$ cat src/rtl/fp_mul_exception_unit.sv
// IEEE-754 special-case unit for the FP multiplier: classifies operands, carries the class
// alongside the datapath, then raises flags and a forced result when the datapath result arrives.
module fp_mul_exception_unit #(
  parameter int EXP_W           = 8,
  parameter int MAN_W           = 23,
  parameter int PIPE_DEPTH      = 7,
  parameter bit NAN_INVALID_ALL = 1'b1
) (
  input  logic                     CLK,
  input  logic                     RST,
  input  logic                     in_valid,
  input  logic                     Sx,
  input  logic                     Sy,
  input  logic [EXP_W-1:0]         Ex,
  input  logic [EXP_W-1:0]         Ey,
  input  logic [MAN_W-1:0]         Mx,
  input  logic [MAN_W-1:0]         My,
  input  logic                     res_valid,
  input  logic [EXP_W-1:0]         Ez,
  input  logic [MAN_W:0]           Mz,
  input  logic                     overflow_case,
  input  logic                     clear_sticky,
  output logic                     out_valid,
  output logic                     invalid_flag,
  output logic                     overflow_flag,
  output logic                     zero_flag,
  output logic                     underflow_flag,
  output logic                     special_valid,
  output logic [EXP_W+MAN_W:0]     special_result,
  output logic [3:0]               sticky_flags,
  output logic                     align_err
);

  localparam int RES_W = 1 + EXP_W + MAN_W;
  localparam logic [RES_W-1:0] QNAN = {1'b0, {EXP_W{1'b1}}, 1'b1, {(MAN_W-1){1'b0}}};

  typedef struct packed {
    logic valid;
    logic sign;
    logic zero_x;
    logic inf_x;
    logic nan_x;
    logic snan_x;
    logic zero_y;
    logic inf_y;
    logic nan_y;
    logic snan_y;
  } entry_t;

  entry_t head;
  entry_t tail;
  entry_t line_q [PIPE_DEPTH];

  // Subnormal operands are flushed, so any zero exponent classifies as zero.
  always_comb begin
    head        = '0;
    head.valid  = in_valid;
    head.sign   = Sx ^ Sy;
    head.zero_x = (Ex == '0);
    head.inf_x  = (&Ex) && (Mx == '0);
    head.nan_x  = (&Ex) && (Mx != '0);
    head.snan_x = (&Ex) && (Mx != '0) && !Mx[MAN_W-1];
    head.zero_y = (Ey == '0);
    head.inf_y  = (&Ey) && (My == '0);
    head.nan_y  = (&Ey) && (My != '0);
    head.snan_y = (&Ey) && (My != '0) && !My[MAN_W-1];
  end

  always_ff @(posedge CLK or negedge RST) begin
    if (!RST) begin
      for (int i = 0; i < PIPE_DEPTH; i++) line_q[i] <= '0;
    end else begin
      line_q[0] <= head;
      for (int i = 1; i < PIPE_DEPTH; i++) line_q[i] <= line_q[i-1];
    end
  end

  assign tail = line_q[PIPE_DEPTH-1];

  logic             nan_op;
  logic             inv_d;
  logic             ovf_d;
  logic             zero_d;
  logic             unf_d;
  logic             any_d;
  logic             fire;
  logic             mismatch;
  logic [RES_W-1:0] sr_d;

  always_comb begin
    nan_op = tail.nan_x | tail.nan_y;
    inv_d  = (tail.zero_x & tail.inf_y) | (tail.inf_x & tail.zero_y) |
             (NAN_INVALID_ALL ? nan_op : (tail.snan_x | tail.snan_y));
    ovf_d  = !nan_op && !inv_d &&
             (tail.inf_x || tail.inf_y || ((&Ez) && (Mz[MAN_W-1:0] == '0)) || overflow_case);
    zero_d = !nan_op && !inv_d && (tail.zero_x || tail.zero_y);
    unf_d  = !nan_op && !inv_d && !ovf_d && !zero_d && (Ez == '0) && (Mz != '0);
    any_d  = inv_d | ovf_d | zero_d | unf_d;
    if (nan_op || inv_d) begin
      sr_d = QNAN;
    end else if (ovf_d) begin
      sr_d = {tail.sign, {EXP_W{1'b1}}, {MAN_W{1'b0}}};
    end else begin
      sr_d = {tail.sign, {(EXP_W+MAN_W){1'b0}}};
    end
  end

  assign fire     = tail.valid & res_valid;
  assign mismatch = tail.valid ^ res_valid;

  // A quiet NaN raises no flag when invalid is sNaN-only, yet still drives the canonical NaN out.
  always_ff @(posedge CLK or negedge RST) begin
    if (!RST) begin
      out_valid      <= 1'b0;
      invalid_flag   <= 1'b0;
      overflow_flag  <= 1'b0;
      zero_flag      <= 1'b0;
      underflow_flag <= 1'b0;
      special_valid  <= 1'b0;
      special_result <= '0;
      sticky_flags   <= 4'b0;
      align_err      <= 1'b0;
    end else begin
      out_valid      <= fire;
      invalid_flag   <= fire & inv_d;
      overflow_flag  <= fire & ovf_d;
      zero_flag      <= fire & zero_d;
      underflow_flag <= fire & unf_d;
      special_valid  <= fire & any_d;
      if (fire && (any_d || nan_op)) special_result <= sr_d;
      sticky_flags   <= (clear_sticky ? 4'b0 : sticky_flags) |
                        ({inv_d, ovf_d, unf_d, zero_d} & {4{fire}});
      align_err      <= (clear_sticky ? 1'b0 : align_err) | mismatch;
    end
  end

endmodule

$ cat config.mk
export PLATFORM = sky130hd
export DESIGN_NAME = fp_mul_exception_unit
export DESIGN_NICKNAME = d
export VERILOG_FILES = /design/src/rtl/fp_mul_exception_unit.sv
export SDC_FILE = /design/constraint.sdc
export NUM_CORES = 1
export LEC_CHECK = 0
export ABC_AREA = 1
export CORE_MARGIN = 8
export CORE_UTILIZATION = 34
export CTS_CLUSTER_DIAMETER = 120
export DETAILED_ROUTE_END_ITERATION = 6
export GPL_TIMING_DRIVEN = 1
export PLACE_DENSITY = 0.75
export REMOVE_ABC_BUFFERS = 1
export SLEW_MARGIN = 20
export SYNTH_ARGS = -nofsm -noshare
export SYNTH_HDL_FRONTEND = slang
export SYNTH_SLANG_ARGS = --single-unit
$ cat constraint.sdc
create_clock -name CLK -period 1.16 [get_ports CLK]
set_input_delay 0.29 -clock CLK [delete_from_list [all_inputs] [get_ports CLK]]
set_output_delay 0.29 -clock CLK [all_outputs]
set_load 0.03 [all_outputs]
==> results <==
## routing by layer
layer	share of wire (%)	track usage [%]
met3	19	7.83
met1	36	12.0
met2	45	18.6
met5	0	0
met4	0.86	5.34
## power by group through the flow
stage	clock, uW	combinational [uW]	sequential [uW]
after detailed placement	0	855	2580
after global routing	2080	935	2550
after floorplan	0	176	2710
final	1900	875	2540
after global placement	0	844	2580
after CTS	1970	838	2540
## worst max path at each step
| stage | end | cells past startpoint | start | slack, ns |
|---|---|---|---|---|
| floorplan | special_result[23] | 0 | special_result[30]$_DFFE_PN0P_ | -0.86 |
| global placement | special_result[30]$_DFFE_PN0P_ | 9 | Mz[21] | -0.51 |
| detailed placement | special_result[22]$_DFFE_PN0P_ | 9 | Mz[13] | -0.55 |
| CTS | special_result[24] | 1 | special_result[30]$_DFFE_PN0P_ | -0.13 |
| global route | special_result[30]$_DFFE_PN0P_ | 5 | line_q[3]$_DFF_PN0_ | -0.19 |
| finish | special_result[24] | 1 | special_result[30]$_DFFE_PN0P_ | -0.1 |
## kinds of logic after synthesis
| kind of cell | after synthesis | synth area share (%) |
|---|---|---|
| AOI/OAI and AO/OA | 5 | 1.20 |
| xor gates and xnor gates | 1 | 0.337 |
| adders and majority gates | 1 | 0.481 |
| buffers and inverters | 49 | 11.3 |
| DFF | 70 | 67.3 |
| other | 1 | 0.144 |
| and+or+nand+nor | 101 | 19.2 |
## timing repair
action | CTS | global route
endpoints found under the setup margin | 32 | 35
hold buffers | 1 | 0
hold endpoints to repair | 12 | 0
gates resized for setup | 59 | 94
pin swaps | 34 | 43
buffers inserted | 4 | 6
## sequential cells by signal, summed over array words and instances (netlist names)
register        count
overflow_flag       1
out_valid           1
align_err           1
underflow_flag      1
invalid_flag        1
sticky_flags        4
zero_flag           1
special_valid       1
special_result      3
line_q             56
## cells in the mapped netlist
cell      count  area, um^2
dfrtp_1      70        1750
nor2_1       33         124
buf_4        29         218
nand2_1      29         109
inv_1        20        75.1
nor4_1       13        81.3
nand3_1       8        40.0
nand4_1       6        37.5
nor2_2        3        18.8
o22ai_1       3        18.8
nand2_2       2        12.5
nand3b_1      2        15.0
conb_1        1        3.75
ha_1          1        12.5
nand4_2       1        12.5
nor3_1        1        5.00
nor3_4        1        16.3
nor4_4        1        21.3
o21ai_0       1        5.00
o21bai_1      1        7.51
or4_1         1        7.51
xor2_1        1        8.76
## layout make-up
type                       count  area [um^2]  share of cell area, %
tap                          102          128                   3.04
clock buffer                  13          159                   3.79
inverter                      20         75.1                   1.79
sequential                    70         1750                   41.8
clock inverter                 3         42.5                   1.01
timing repair buffer         136         1250                   29.7
multi-input combinational    130          792                   18.9
## metrics by stage
| stage | instance area (um^2) | utilization (%) | power [uW] | setup WS, ns |
|---|---|---|---|---|
| after detailed placement | 3800 | 50.2 | 3440 | -0.554 |
| after global placement | 3800 | 50.2 | 3420 | -0.506 |
| after global routing | 4200 | 55.5 | 5570 | -0.191 |
| final | 4200 | 55.5 | 5310 | -0.0991 |
| after floorplan | 2460 | - | 2890 | -0.861 |
| after CTS | 4070 | 53.8 | 5350 | -0.127 |
==> flow_summary.ini <==
[status]
status = finished, violations left
violations = negative setup slack

[setup_path]
required_ns = 0.87
cp_slowest_cell = dfrtp_2
cp_top_family = flip-flops
arrival_ns = 0.97
cp-end-kind = output pin
criticalPathCategory = register to output pin
r2r_slack_ns = -0.05
crit_path_start_kind = register
worst_r2r_path_depth = 4
r2r_end = sticky_flags[1]$_DFF_PN0_
worstPathCellList = buf_4
max_stage_delay_ns = 0.45
r2r-start = line_q[3]$_DFF_PN0_
crit_buf_inv = 1
cp_max_fo = 9

[drt]
vias_per_cell = 4.39
wirelength_um = 6390
first_iter_violations = 56
firstDrtPassIters = 6
wl_per_cell_um = 13.5
ant_nets = 0
vias = 2081
drc = 0

[sta]
skew_ns = 0.00701
min_period_over_period_pct = 109
tns_ns = -0.992
rsz0062_at_grt = true
setup_viol = 14
layout_setup_ws_ns = -0.0991
fin_hold_ws_ns = 0.220
min_period_ns = 1.26
fmax_mhz = 794
hold_viol_final = 0
drv_slew = 0

[layout]
final_cell_mix = dfrtp_1, clkdlybuf4s50_1, nand2_1
fin_cells = 474
nets = 470
num_antenna_cells = 0
nFillCells = 612
layout_commonest_cell = dfrtp_1
drive_above_1_share_pct = 28.5
syn_to_final_growth_pct = 61.3

[placed_design]
port-buffer-count = 122
place_congestion = 0.759
placedCellCount = 447
hpwl_um = 4980

[floorplan]
initial_utilization_pct = 34.4
rows = 32
fp.dieH_um = 103
die_x_um = 103
ios = 145
die_area_um2 = 10700
core_area_um2 = 7570

[grt]
antenna_found_initial = 0
grt_pass1_wl_um = 9610
grt_max_degree = 37
grt_use_total_pct = 11.8
grt_remaining_overflow = 0
grt_pass1_vias = 2205

[clock_tree]
clk_latency_ns = 0.33
root_buffer = clkbuf_8
cts_tree = yes
htreeDepth = 3
cts-buffers-inserted = 9
clk_pin_slew_ns = 0.07
clockBufferDepth = 2
cts_sinks = 70

[power]
swShare_pct = 24.2
internal-power_uw = 4030
seqPwrFrac_pct = 47.8
irDropWorstVdd_mv = 0.740
comb_power_share_pct = 16.5
leakage_uw = 0.00214
power_density_nw_per_um2 = 1270
switching_power_uw = 1280
power_frac_clock_pct = 35.7

[hold_path]
whs_endpoint = line_q[63]$_DFF_PN0_
min_from = Ey[3]
worstHoldPathCells = 2
hp-class = input pin to register

[logic_synthesis]
ys_warn_count = 0
synth_seq_cells = 70
syn_inst = 228
ys_seq_area_share_pct = 67.3
syn_area_per_cell_um2 = 11.4
synthDistinctLibCells = 22
synth_area_um2 = 2600

[job]
cap_violations = 0
No activity file was read; power rests on OpenSTA's default activity.
